$ cat src/rtl/array_pkg.sv
// Types and default dimensions shared by the systolic array edge feeders,
// MAC grid and result drain.
package array_pkg;

    localparam int unsigned ARRAY_N = 4;
    localparam int unsigned ARRAY_W = 8;

    typedef enum logic [1:0] {
        IDLE   = 2'd0,
        STREAM = 2'd1,
        FLUSH  = 2'd2
    } feeder_state_e;

    // Width of a counter that must reach n-1; never narrower than one bit.
    function automatic int unsigned cnt_width(input int unsigned n);
        return (n > 1) ? $clog2(n) : 1;
    endfunction

endpackage

$ cat src/rtl/skew_delay_line.sv
// Fixed-depth register chain used for one lane of the diagonal skew.
module skew_delay_line #(
    parameter int unsigned DEPTH = 1,
    parameter int unsigned WD    = 9
) (
    input  logic          clk,
    input  logic          reset,
    input  logic [WD-1:0] din,
    output logic [WD-1:0] dout
);

    logic [WD-1:0] stage_q [DEPTH];
    logic [WD-1:0] stage_d [DEPTH];

    always_comb begin
        stage_d[0] = din;
        for (int unsigned k = 1; k < DEPTH; k++) begin
            stage_d[k] = stage_q[k-1];
        end
    end

    always_ff @(posedge clk or posedge reset) begin
        if (reset) begin
            for (int unsigned k = 0; k < DEPTH; k++) begin
                stage_q[k] <= '0;
            end
        end else begin
            for (int unsigned k = 0; k < DEPTH; k++) begin
                stage_q[k] <= stage_d[k];
            end
        end
    end

    assign dout = stage_q[DEPTH-1];

endmodule

$ cat src/rtl/systolic_skew_feeder.sv
// Edge feeder for the systolic array: accepts N-lane vectors and emits them
// diagonally skewed, zero-filling stalls and tile tails. Optional feature
// macro: SKEW_FEEDER_BUBBLE_CNT_EN adds the bubble_count output.
module systolic_skew_feeder
    import array_pkg::*;
#(
    parameter int unsigned N     = ARRAY_N,
    parameter int unsigned W     = ARRAY_W,
    parameter int unsigned CNT_W = 16
) (
    input  logic               clk,
    input  logic               reset,
    input  logic               in_valid,
    output logic               in_ready,
    input  logic [N*W-1:0]     in_data,
    input  logic               in_last,
    output logic [N*W-1:0]     out_data,
    output logic [N-1:0]       out_active,
    output logic               busy,
    output logic               tile_done,
`ifdef SKEW_FEEDER_BUBBLE_CNT_EN
    output logic [CNT_W-1:0]   bubble_count,
`endif
    output logic [CNT_W-1:0]   vec_count
);

    localparam int unsigned FC_W = cnt_width(N);
    localparam int unsigned LW   = W + 1;
    localparam logic [CNT_W-1:0] CNT_MAX    = '1;
    localparam logic [FC_W-1:0]  FLUSH_LAST = FC_W'(N - 2);

    feeder_state_e    state_q, state_d;
    logic [FC_W-1:0]  flush_cnt_q, flush_cnt_d;
    logic [CNT_W-1:0] vec_count_q, vec_count_d;
    logic             tile_done_q, tile_done_d;
    logic             accept;

    logic [LW-1:0] lane_in  [N];
    logic [LW-1:0] lane_out [N];

    assign in_ready  = (state_q != FLUSH);
    assign busy      = (state_q != IDLE);
    assign accept    = in_valid & in_ready;
    assign tile_done = tile_done_q;
    assign vec_count = vec_count_q;

    // Control FSM: tile_done fires on the edge lane N-1 latches the last element.
    always_comb begin
        state_d     = state_q;
        flush_cnt_d = flush_cnt_q;
        vec_count_d = vec_count_q;
        tile_done_d = 1'b0;
        case (state_q)
            IDLE: begin
                if (accept) begin
                    vec_count_d = CNT_W'(1);
                    flush_cnt_d = '0;
                    if (in_last) begin
                        if (N == 1) tile_done_d = 1'b1;
                        else        state_d     = FLUSH;
                    end else begin
                        state_d = STREAM;
                    end
                end
            end
            STREAM: begin
                if (accept) begin
                    if (vec_count_q != CNT_MAX) vec_count_d = vec_count_q + CNT_W'(1);
                    if (in_last) begin
                        flush_cnt_d = '0;
                        if (N == 1) begin
                            state_d     = IDLE;
                            tile_done_d = 1'b1;
                        end else begin
                            state_d = FLUSH;
                        end
                    end
                end
            end
            FLUSH: begin
                if (flush_cnt_q == FLUSH_LAST) begin
                    state_d     = IDLE;
                    tile_done_d = 1'b1;
                end else begin
                    flush_cnt_d = flush_cnt_q + FC_W'(1);
                end
            end
            default: state_d = IDLE;
        endcase
    end

    always_ff @(posedge clk or posedge reset) begin
        if (reset) begin
            state_q     <= IDLE;
            flush_cnt_q <= '0;
            vec_count_q <= '0;
            tile_done_q <= 1'b0;
        end else begin
            state_q     <= state_d;
            flush_cnt_q <= flush_cnt_d;
            vec_count_q <= vec_count_d;
            tile_done_q <= tile_done_d;
        end
    end

`ifdef SKEW_FEEDER_BUBBLE_CNT_EN
    logic [CNT_W-1:0] bubble_q, bubble_d;

    always_comb begin
        bubble_d = bubble_q;
        if (state_q == IDLE && accept) begin
            bubble_d = '0;
        end else if (state_q == STREAM && !in_valid && bubble_q != CNT_MAX) begin
            bubble_d = bubble_q + CNT_W'(1);
        end
    end

    always_ff @(posedge clk or posedge reset) begin
        if (reset) bubble_q <= '0;
        else       bubble_q <= bubble_d;
    end

    assign bubble_count = bubble_q;
`endif

    // Non-accept edges inject a zero, inactive element so the array keeps moving.
    always_comb begin
        out_data   = '0;
        out_active = '0;
        for (int unsigned i = 0; i < N; i++) begin
            lane_in[i]         = accept ? {1'b1, in_data[i*W +: W]} : '0;
            out_data[i*W +: W] = lane_out[i][W-1:0];
            out_active[i]      = lane_out[i][W];
        end
    end

    for (genvar g = 0; g < N; g++) begin : g_lane
        skew_delay_line #(
            .DEPTH(g + 1),
            .WD   (LW)
        ) u_lane (
            .clk  (clk),
            .reset(reset),
            .din  (lane_in[g]),
            .dout (lane_out[g])
        );
    end

endmodule

$ cat config.mk
export PLATFORM = sky130hd
export DESIGN_NAME = systolic_skew_feeder
export DESIGN_NICKNAME = d
export VERILOG_FILES = /design/src/rtl/array_pkg.sv /design/src/rtl/skew_delay_line.sv /design/src/rtl/systolic_skew_feeder.sv
export SDC_FILE = /design/constraint.sdc
export NUM_CORES = 1
export LEC_CHECK = 0
export ABC_AREA = 0
export ABC_CLOCK_PERIOD_IN_PS = 1990
export CAP_MARGIN = 25
export CELL_PAD_IN_SITES_DETAIL_PLACEMENT = 0
export CELL_PAD_IN_SITES_GLOBAL_PLACEMENT = 1
export CORE_MARGIN = 4
export CORE_UTILIZATION = 39
export CTS_CLUSTER_DIAMETER = 100
export DETAILED_ROUTE_END_ITERATION = 12
export HOLD_SLACK_MARGIN = 0.06
export PLACE_DENSITY = 0.85
export REMOVE_ABC_BUFFERS = 1
export SETUP_SLACK_MARGIN = 0.1
export SLEW_MARGIN = 20
export SYNTH_ARGS = -nofsm -noshare
export SYNTH_HDL_FRONTEND = slang
export SYNTH_HIERARCHICAL = 1
export SYNTH_SLANG_ARGS = --single-unit
$ cat constraint.sdc
create_clock -name clk -period 1.99 [get_ports clk]
set_input_delay 0.2985 -clock clk [delete_from_list [all_inputs] [get_ports clk]]
set_output_delay 0.2985 -clock clk [all_outputs]
set_load 0.02 [all_outputs]
Word-level counts from Yosys, hierarchy flattened
Index checks and enable logic that the tools add are counted.
Widths: inputs -> output; s select.
- add/subtract/negate cells: 2
- equality and inequality tests: 11
- multiplexer cells: 21
- bitwise logic cells: 1
- reductions and logical operators: 7
- operator list (kind ; number):
    $mux 16 ; 3
    $mux 9 ; 4
    $pmux 16 s2 ; 1
    $mux 2 ; 9
    $add 16x1->16 const B ; 1
    $ne 16x16->1 const B ; 1
    $ne 2x2->1 const B ; 7
    $pmux 2 s3 ; 2
    $reduce_and 4->1 ; 2
    $reduce_and 5->1 ; 1
    $eq 2x2->1 const B ; 2
    $reduce_bool 2->1 ; 2
    $reduce_bool 3->1 ; 1
    $add 2x1->2 const B ; 1
    $eq 2x1->1 const B ; 1
    $logic_not 2->1 ; 1
    $mux 1 ; 2
    $and 1x1->1 ; 1
- register bits after elaboration: 111
- input port bits: 36
- output and inout port bits: 55
- word-level logic and storage cells: 56

Depth between registers and ports, before layout
Gate-level depths: netlist of the first run.
- word-level depth: 4
- mapped depth: 6
- gate-level depth less buffers: 5

Cells and area by module
Netlist of the first run, hierarchy kept.
- modules (own cells, without submodules) (module ; times used ; cells each ; area an instance (µm²) ; sequential area each (µm²)):
    systolic_skew_feeder ; 1 ; 173 ; 1486.4 ; 525.5
    skew_delay_line (g_lane[3].u_lane) ; 1 ; 37 ; 904.6 ; 900.9
    skew_delay_line (g_lane[2].u_lane) ; 1 ; 28 ; 679.4 ; 675.6
    skew_delay_line (g_lane[1].u_lane) ; 1 ; 19 ; 454.2 ; 450.4
    skew_delay_line (g_lane[0].u_lane) ; 1 ; 10 ; 229.0 ; 225.2

Least setup slack after synthesis of the first run
OpenSTA, ideal clock, no wires.
- path kind: reg-to-reg
- start point: register vec_count_q[0], in the netlist vec_count[0]
- end point: register vec_count_q[14], in the netlist vec_count[14]
- library setup time: 0.126 ns
- data arrival time: 1.712 ns
- required time: 1.864 ns
- path slack: 0.152 ns
- cell stages (with the launch flop): 6
- buffers on the path: 0
- period minus slack after synthesis: 1.838 ns
- cells stage by stage: dfrtp_1 -> ha_1 -> nand4_1 -> or3_4 -> o311a_1 -> a221o_1
- longest elaborated chain between the ends: 4
- elaborated cells between the ends (all ways): 7
- classes of those cells: add/sub: 1; eq/ne: 2; mux: 3; reduce/logical: 1
- ends and longest elaborated chain (item ; RTL line ; RTL):
    start, declared ; systolic_skew_feeder.sv:34 ; logic [CNT_W-1:0] vec_count_q, vec_count_d;
    start signal, assigned ; systolic_skew_feeder.sv:101 ; vec_count_q <= vec_count_d;
    $add 16x1->16 ; systolic_skew_feeder.sv:68 ; if (vec_count_q != CNT_MAX) vec_count_d = vec_count_q + CNT_W'(1);
    $mux 16 ; systolic_skew_feeder.sv:68 ;
    $mux 16 ; systolic_skew_feeder.sv:67 ; if (accept) begin
    $pmux 16 s2 ; systolic_skew_feeder.sv:53 ; case (state_q)
Parallel ways exist; a longest one is shown, timed or not. The select of a mux whose other input is x is not followed.
A chain may end at the register's enable or synchronous reset.

Worst setup path after layout of the first run
- start point: register vec_count_q[1], in the netlist vec_count[1]
- end point: register vec_count_q[14], in the netlist vec_count[14]
The elaborated chain is that of the path after synthesis.

==> results of run 1 <==
-- cell usage in the layout, fill, tap and decap left out, types with 5 or more instances in the layout --
cell and instances:
nand3_1 6, nor3_1 5, nand2_1 14, clkdlybuf4s50_1 86, dfrtp_1 108, nor2_1 6, buf_4 15, nand4_1 7
inv_1 10, o21ai_0 8, and3_1 35, clkbuf_8 9
-- through the flow --
step / power (µW) / cell area [µm²] / util [%] / setup WS, ns / hold slack [ns]
after floorplan: 3410 / 3720 / - / 0.152 / 0.126
after global placement: 4090 / 4880 / 52.5 / 0.231 / 0.332
after detailed placement: 4120 / 4880 / 52.5 / 0.179 / 0.335
after CTS: 5370 / 5060 / 54.6 / 0.107 / 0.343
after global routing: 5620 / 5080 / 54.8 / 0.102 / 0.358
final: 5330 / 5080 / 54.8 / 0.179 / 0.345
-- sequential cells by signal, summed over array words and instances (netlist names) --
signal	cells
state_q	2
g_lane.u_lane/dout	36
vec_count	16
tile_done	1
g_lane.u_lane/stage_d	54
flush_cnt_q	2
-- repair_timing --
item | CTS | global route
pin swaps | 0 | 1
gates resized for setup | 5 | 2
setup buffers | 0 | 2
setup endpoints to repair | 3 | 11
-- power by group --
part	switching (µW)	internal (µW)	leakage [µW]	total (µW)
logic	706	561	0.000869	1270
clock network	765	491	0.0000965	1260
registers	188	2620	0.00145	2800
total	1660	3670	0.00242	5330
-- cell families after synthesis --
family,after synthesis
AOI/OAI and AO/OA,32
xor gates and xnor gates,1
adders and majority gates,2
buffers and inverters,20
DFF,111
muxes,3
and+or+nand+nor,98
-- final timing paths --
check | startpoint | end | slack [ns]
min in group clk | g_lane[3].u_lane/stage_d[4] | g_lane[3].u_lane/dout[4] | 0.35
worst min register to register | g_lane[3].u_lane/stage_d[4] | g_lane[3].u_lane/dout[4] | 0.35
worst max-delay path | vec_count[1] | vec_count[14] | 0.18
worst max register to register | vec_count[1] | vec_count[14] | 0.18
worst min-delay path | reset | g_lane[0].u_lane/dout[4] | 0.34
max in group asynchronous | reset | g_lane[1].u_lane/dout[1] | 1.15
-- routing by layer --
metal  up-vias  share of wire, %  track usage, %
met4         0              0.65            3.52
li1       1146                 -               -
met5         -                 0               0
met2        99                47            21.6
met1      1229                44            20.3
met3         7               7.7            5.22
-- final cells by class --
type,count,share of cell area (%)
repair buffers,105,19.9
well taps,129,3.17
multi-input cells,136,17.7
clock inverters,6,1.23
inverters,10,0.738
flip-flops and latches,111,54.7
clock buffers,10,2.51
-- critical path, cell delays in order, from the launching register on --
cell and delay, ns:
dfrtp_1 0.42, ha_1 0.23, nand4_1 0.13, or3_4 0.36, o311a_1 0.30, a221o_1 0.26
==> impl_metrics.py, run 1 <==
metrics = {
    "synth": {
        "ys_seq_elements": 111,
        "yosysWarnings": 6,
        "synth_top_family_by_area": "simple AND/OR/NAND/NOR gates",
        "muxShareOfSynthArea_pct": 0.800,
        "ys.flop_type": "dfrtp_1",
        "synthSimpleGateAreaFrac_pct": 16.0,
        "synthAdderAreaFrac_pct": 0.667,
        "synth_area_leaders": "dfrtp_1 (74%), and3_1 (5.8%), nand2_1 (1.4%), nand4_1 (1.2%), o21ai_0 (1.1%)",
        "synth_cell_types": 41,
        "syn_area_um2": 3750,
        "synth_edf_count": 0,
        "synth_area_per_cell_um2": 14.1,
        "postSynthCellCount": 267,
        "post-synth-top-area-fraction_pct": 74.0,
        "synth.largest_area_cell": "dfrtp_1",
        "synth_compound_area_share_pct": 6.27,
        "ys_seq_area_share_pct": 74.0,
        "synthTopCellsByCount": "dfrtp_1 (111), and3_1 (35), nand2_1 (14), clkbuf_1 (10), inv_1 (10)",
        "synthArstFlopShare_pct": 100,
        "yosysMostFrequentCell": "dfrtp_1",
        "synth_xor_area_share_pct": 0.233,
    },
    "route": {
        "vias": 2481,
        "drtIter0Drc": 155,
        "vias_per_cell": 4.89,
        "drc": 0,
        "dr.pass1.iters": 4,
        "post_drt_wl_per_cell_um": 15.8,
        "routed_wl_mm": 8.00,
        "antenna_left": 0,
    },
    "sta": {
        "rsz0062_at_grt": "no",
        "final_hold_viol_count": 0,
        "fin_crit_sh_pct": 91.0,
        "relSlewSlack_pct": 58.6,
        "worst_slew_pin_slew_ns": 0.620,
        "maxSlewViolCount": 0,
        "fin_crit_ns": 1.81,
        "clock.fmax_mhz": 552,
        "clock_skew_ns": 0.0108,
        "finalSetupViolations": 0,
        "tns_ns": 0,
    },
    "floorplanning": {
        "core_region_area_um2": 9280,
        "num_rows": 35,
        "chipHeight_um": 106,
        "chipWidth_um": 106,
        "pin_count": 91,
        "die-area_um2": 11300,
        "initial_utilization_pct": 40.4,
    },
    "clock_network": {
        "worstSkewPairLatency_ns": 0.36,
        "path_clk_slew_ns": 0.11,
        "cts-root-buf": "clkbuf_8",
        "cts_tree": "built",
        "cts_buffers": 9,
        "hold_buffers": 0,
        "clock-sinks": 111,
        "clock_path_buffers": 2,
        "h-tree-depth": 3,
    },
    "cells_and_area": {
        "layout-drive-gt1-share_pct": 11.6,
        "regArea_um2": 2780,
        "antenna_cells": 0,
        "final_cells": 507,
        "nets": 411,
        "multi_input_area_um2": 901,
        "area_delta_synth_final_pct": 35.4,
        "fillers": 778,
    },
    "global_route": {
        "grt_pass1_wl_mm": 12.7,
        "grt_max_degree": 37,
        "antenna_found_initial": 0,
        "grt_overflow": 0,
        "track_usage_pct": 14.5,
        "grt_pass1_vias": 2395,
    },
    "status": {
        "status": "finished clean",
    },
    "run": {
        "maxCapViolations": 0,
    },
    "pwr": {
        "power.leakage_uw": 0.00242,
        "max-vdd-ir-drop_mv": 0.436,
        "powerDensity_nw_per_um2": 1050,
    },
    "setup_path": {
        "crit_type": "flip-flop to flip-flop",
        "crit_required_ns": 2.24,
        "r2r_cells": 5,
        "end_kind": "flip-flop",
        "cp_max_fo": 4,
        "crit_path_start_kind": "flip-flop",
        "worst_ep_arrival_time_ns": 2.06,
    },
    "placed_design": {
        "port_buffers": 90,
        "dpl.hpwl_mm": 5.75,
        "place_congestion": 0.897,
        "placed_cells": 489,
    },
    "worst_hold_path": {
        "hold_path_class": "input port to asynchronous set/reset pin",
    },
}
No activity file was read; power rests on OpenSTA's default activity.
==> run 2: changes to the inputs <==
==> constraint.sdc (replaced) <==
create_clock -name clk -period 1.99 [get_ports clk]
set_input_delay 0.398 -clock clk [delete_from_list [all_inputs] [get_ports clk]]
set_output_delay 0.398 -clock clk [all_outputs]
set_load 0.02 [all_outputs]
==> run 2 against run 1 <==
Net effect: sequential share of layout area shrank 0.54 points; global-route usage grew 0.59 points; sequential cell count is the same; design area grew 1.1%; combinational power is essentially flat; core utilization grew 0.59 points; cell count grew 0.59%; first-iteration DRC count grew 1.3%; non-clock buffer count grew 3; die area is the same; critical path depth shrank 3; register-to-register slack gained 0.04 ns; largest power group unchanged.
==> impl_metrics.py, run 2 (synthesis results as in run 1) <==
metrics = {
    "worst_hold_path": {
        "hold_path_class": "flip-flop to flip-flop",
        "min_path_cells": 0,
    },
    "cells_and_area": {
        "layout_commonest_cell": "dfrtp_1",
        "layout-drive-gt1-share_pct": 13.4,
        "area_delta_synth_final_pct": 36.9,
        "design_area_um2": 5140,
        "antenna_cells": 0,
        "multi_input_area_um2": 903,
        "final_cell_mix": "dfrtp_1 (106), clkdlybuf4s50_1 (73), and3_1 (35), buf_4 (18), nand2_1 (14)",
        "nets": 414,
        "largest_reg_flops": 54,
        "fillers": 774,
        "utilization_pct": 55.4,
        "regArea_um2": 2780,
    },
    "floorplanning": {
        "pin_count": 91,
        "die-area_um2": 11300,
        "num_rows": 35,
        "initial_utilization_pct": 40.4,
        "chipWidth_um": 106,
        "core_region_area_um2": 9280,
        "chipHeight_um": 106,
    },
    "route": {
        "dr.pass1.iters": 4,
        "antenna_left": 0,
        "top_layer_used": "met4",
        "routed_wl_mm": 7.98,
        "route.met3.wl_um": 484,
        "post_drt_wl_per_cell_um": 15.7,
        "vias": 2498,
        "wl_met2_mm": 3.87,
        "wl_met1_mm": 3.60,
        "drc": 0,
        "vias_per_cell": 4.90,
        "drtIter0Drc": 157,
    },
    "global_route": {
        "antenna_found_initial": 0,
        "grt_pass1_vias": 2527,
        "grt_pass1_wl_mm": 13.4,
        "grt_max_degree": 37,
        "grt_overflow": 0,
        "track_usage_pct": 15.1,
    },
    "sta": {
        "fin_crit_ns": 1.80,
        "clock_skew_ns": 0.0141,
        "setup_ws_ns": 0.192,
        "tns_ns": 0,
        "relSlewSlack_pct": 58.8,
        "maxSlewViolCount": 0,
        "fin_crit_sh_pct": 90.4,
        "final_hold_viol_count": 0,
        "rsz0062_at_grt": "no",
        "holdWs_ns": 0.350,
        "clock.fmax_mhz": 556,
        "finalSetupViolations": 0,
        "worst_slew_pin_slew_ns": 0.617,
    },
    "pwr": {
        "switchingPower_uw": 1690,
        "p_int_uw": 3730,
        "powerDensity_nw_per_um2": 1050,
        "max-vdd-ir-drop_mv": 0.619,
        "power.share.sequential_pct": 51.8,
        "power_frac_clock_pct": 24.8,
        "power.leakage_uw": 0.00258,
        "p_comb_share_pct": 23.4,
        "sw_frac_of_total_pct": 31.2,
    },
    "clock_network": {
        "h-tree-depth": 3,
        "clock-sinks": 111,
        "clock_path_buffers": 2,
        "worstSkewPairLatency_ns": 0.36,
        "cts_buffers": 9,
        "hold_buffers": 0,
        "path_clk_slew_ns": 0.11,
        "cts-root-buf": "clkbuf_8",
        "cts_tree": "built",
    },
    "setup_path": {
        "r2r_cells": 5,
        "end_kind": "primary output",
        "crit_path_start_kind": "flip-flop",
        "crit_type": "flip-flop to primary output",
        "crit_required_ns": 1.59,
        "worst_ep_arrival_time_ns": 1.40,
        "cp_max_fo": 6,
    },
    "placed_design": {
        "pre_cts_ws_ns": 0.0791,
        "port_buffers": 90,
        "place_congestion": 0.923,
        "placed_area_um2": 4880,
        "dpl.hpwl_mm": 5.76,
    },
    "run": {
        "maxCapViolations": 0,
    },
    "status": {
        "status": "finished clean",
    },
}
-- run 2: cell count changes in the layout (fill, tap and decap cells not counted), sizes merged --
cell / before / now
dlygate4sd2: 3 / 9
clkdlybuf4s50: 86 / 73
dlymetal6s2s: 1 / 7
buf: 15 / 18
clkdlybuf4s15: 0 / 1
-- run 2: metrics by stage --
step	cells	total power, µW
after CTS	505	5450
after global placement	489	4080
after global routing	510	5720
after detailed placement	489	4120
after floorplan	257	3410
final	510	5420
-- run 2: cell type report --
class                           count  share of cell area (%)
Multi-Input combinational cell    136                    17.6
Inverter                           10                   0.730
Sequential cell                   111                    54.2
Clock buffer                       10                    2.68
Tap cell                          129                    3.14
Clock inverter                      6                    1.41
Timing Repair Buffer              108                    20.3
-- run 2: worst max-delay path, cell delays in order, from the launching register on --
cell and delay (ns):
dfrtp_2 0.46, or2_2 0.30, clkdlybuf4s15_1 0.29
-- run 2: worst paths after layout --
| kind | slack, ns | endpoint | from |
|---|---|---|---|
| min in group asynchronous | 0.44 | g_lane[0].u_lane/dout[4] | reset |
| min reg2reg | 0.35 | g_lane[3].u_lane/stage_d[6] | g_lane[3].u_lane/stage_d[15] |
| min | 0.35 | g_lane[3].u_lane/stage_d[6] | g_lane[3].u_lane/stage_d[15] |
| max | 0.19 | busy | state_q[0] |
| max in group asynchronous | 1.05 | g_lane[1].u_lane/dout[8] | reset |
| max reg2reg | 0.22 | vec_count[14] | vec_count[1] |
-- run 2: power by group through the flow --
stage | Clock (µW) | Combinational [µW] | Sequential, µW
floorplan | 0 | 401 | 3010
global placement | 0 | 1250 | 2830
detailed placement | 0 | 1260 | 2860
CTS | 1390 | 1240 | 2820
global route | 1480 | 1380 | 2860
finish | 1340 | 1270 | 2810
-- run 2: per-layer routing --
| metal | GRT usage [%] | vias to the layer above |
|---|---|---|
| li1 | - | 1157 |
| met3 | 3.89 | 4 |
| met1 | 20.9 | 1241 |
| met5 | 0 | - |
| met2 | 24.0 | 96 |
| met4 | 3.33 | 0 |
-- run 2: timing repair --
item | in CTS | in global routing
gates resized for setup | 14 | 10
setup endpoints to repair | 11 | 17
pin swaps | 0 | 1
hold endpoints to repair | 0 | 0
buffers inserted | 0 | 5
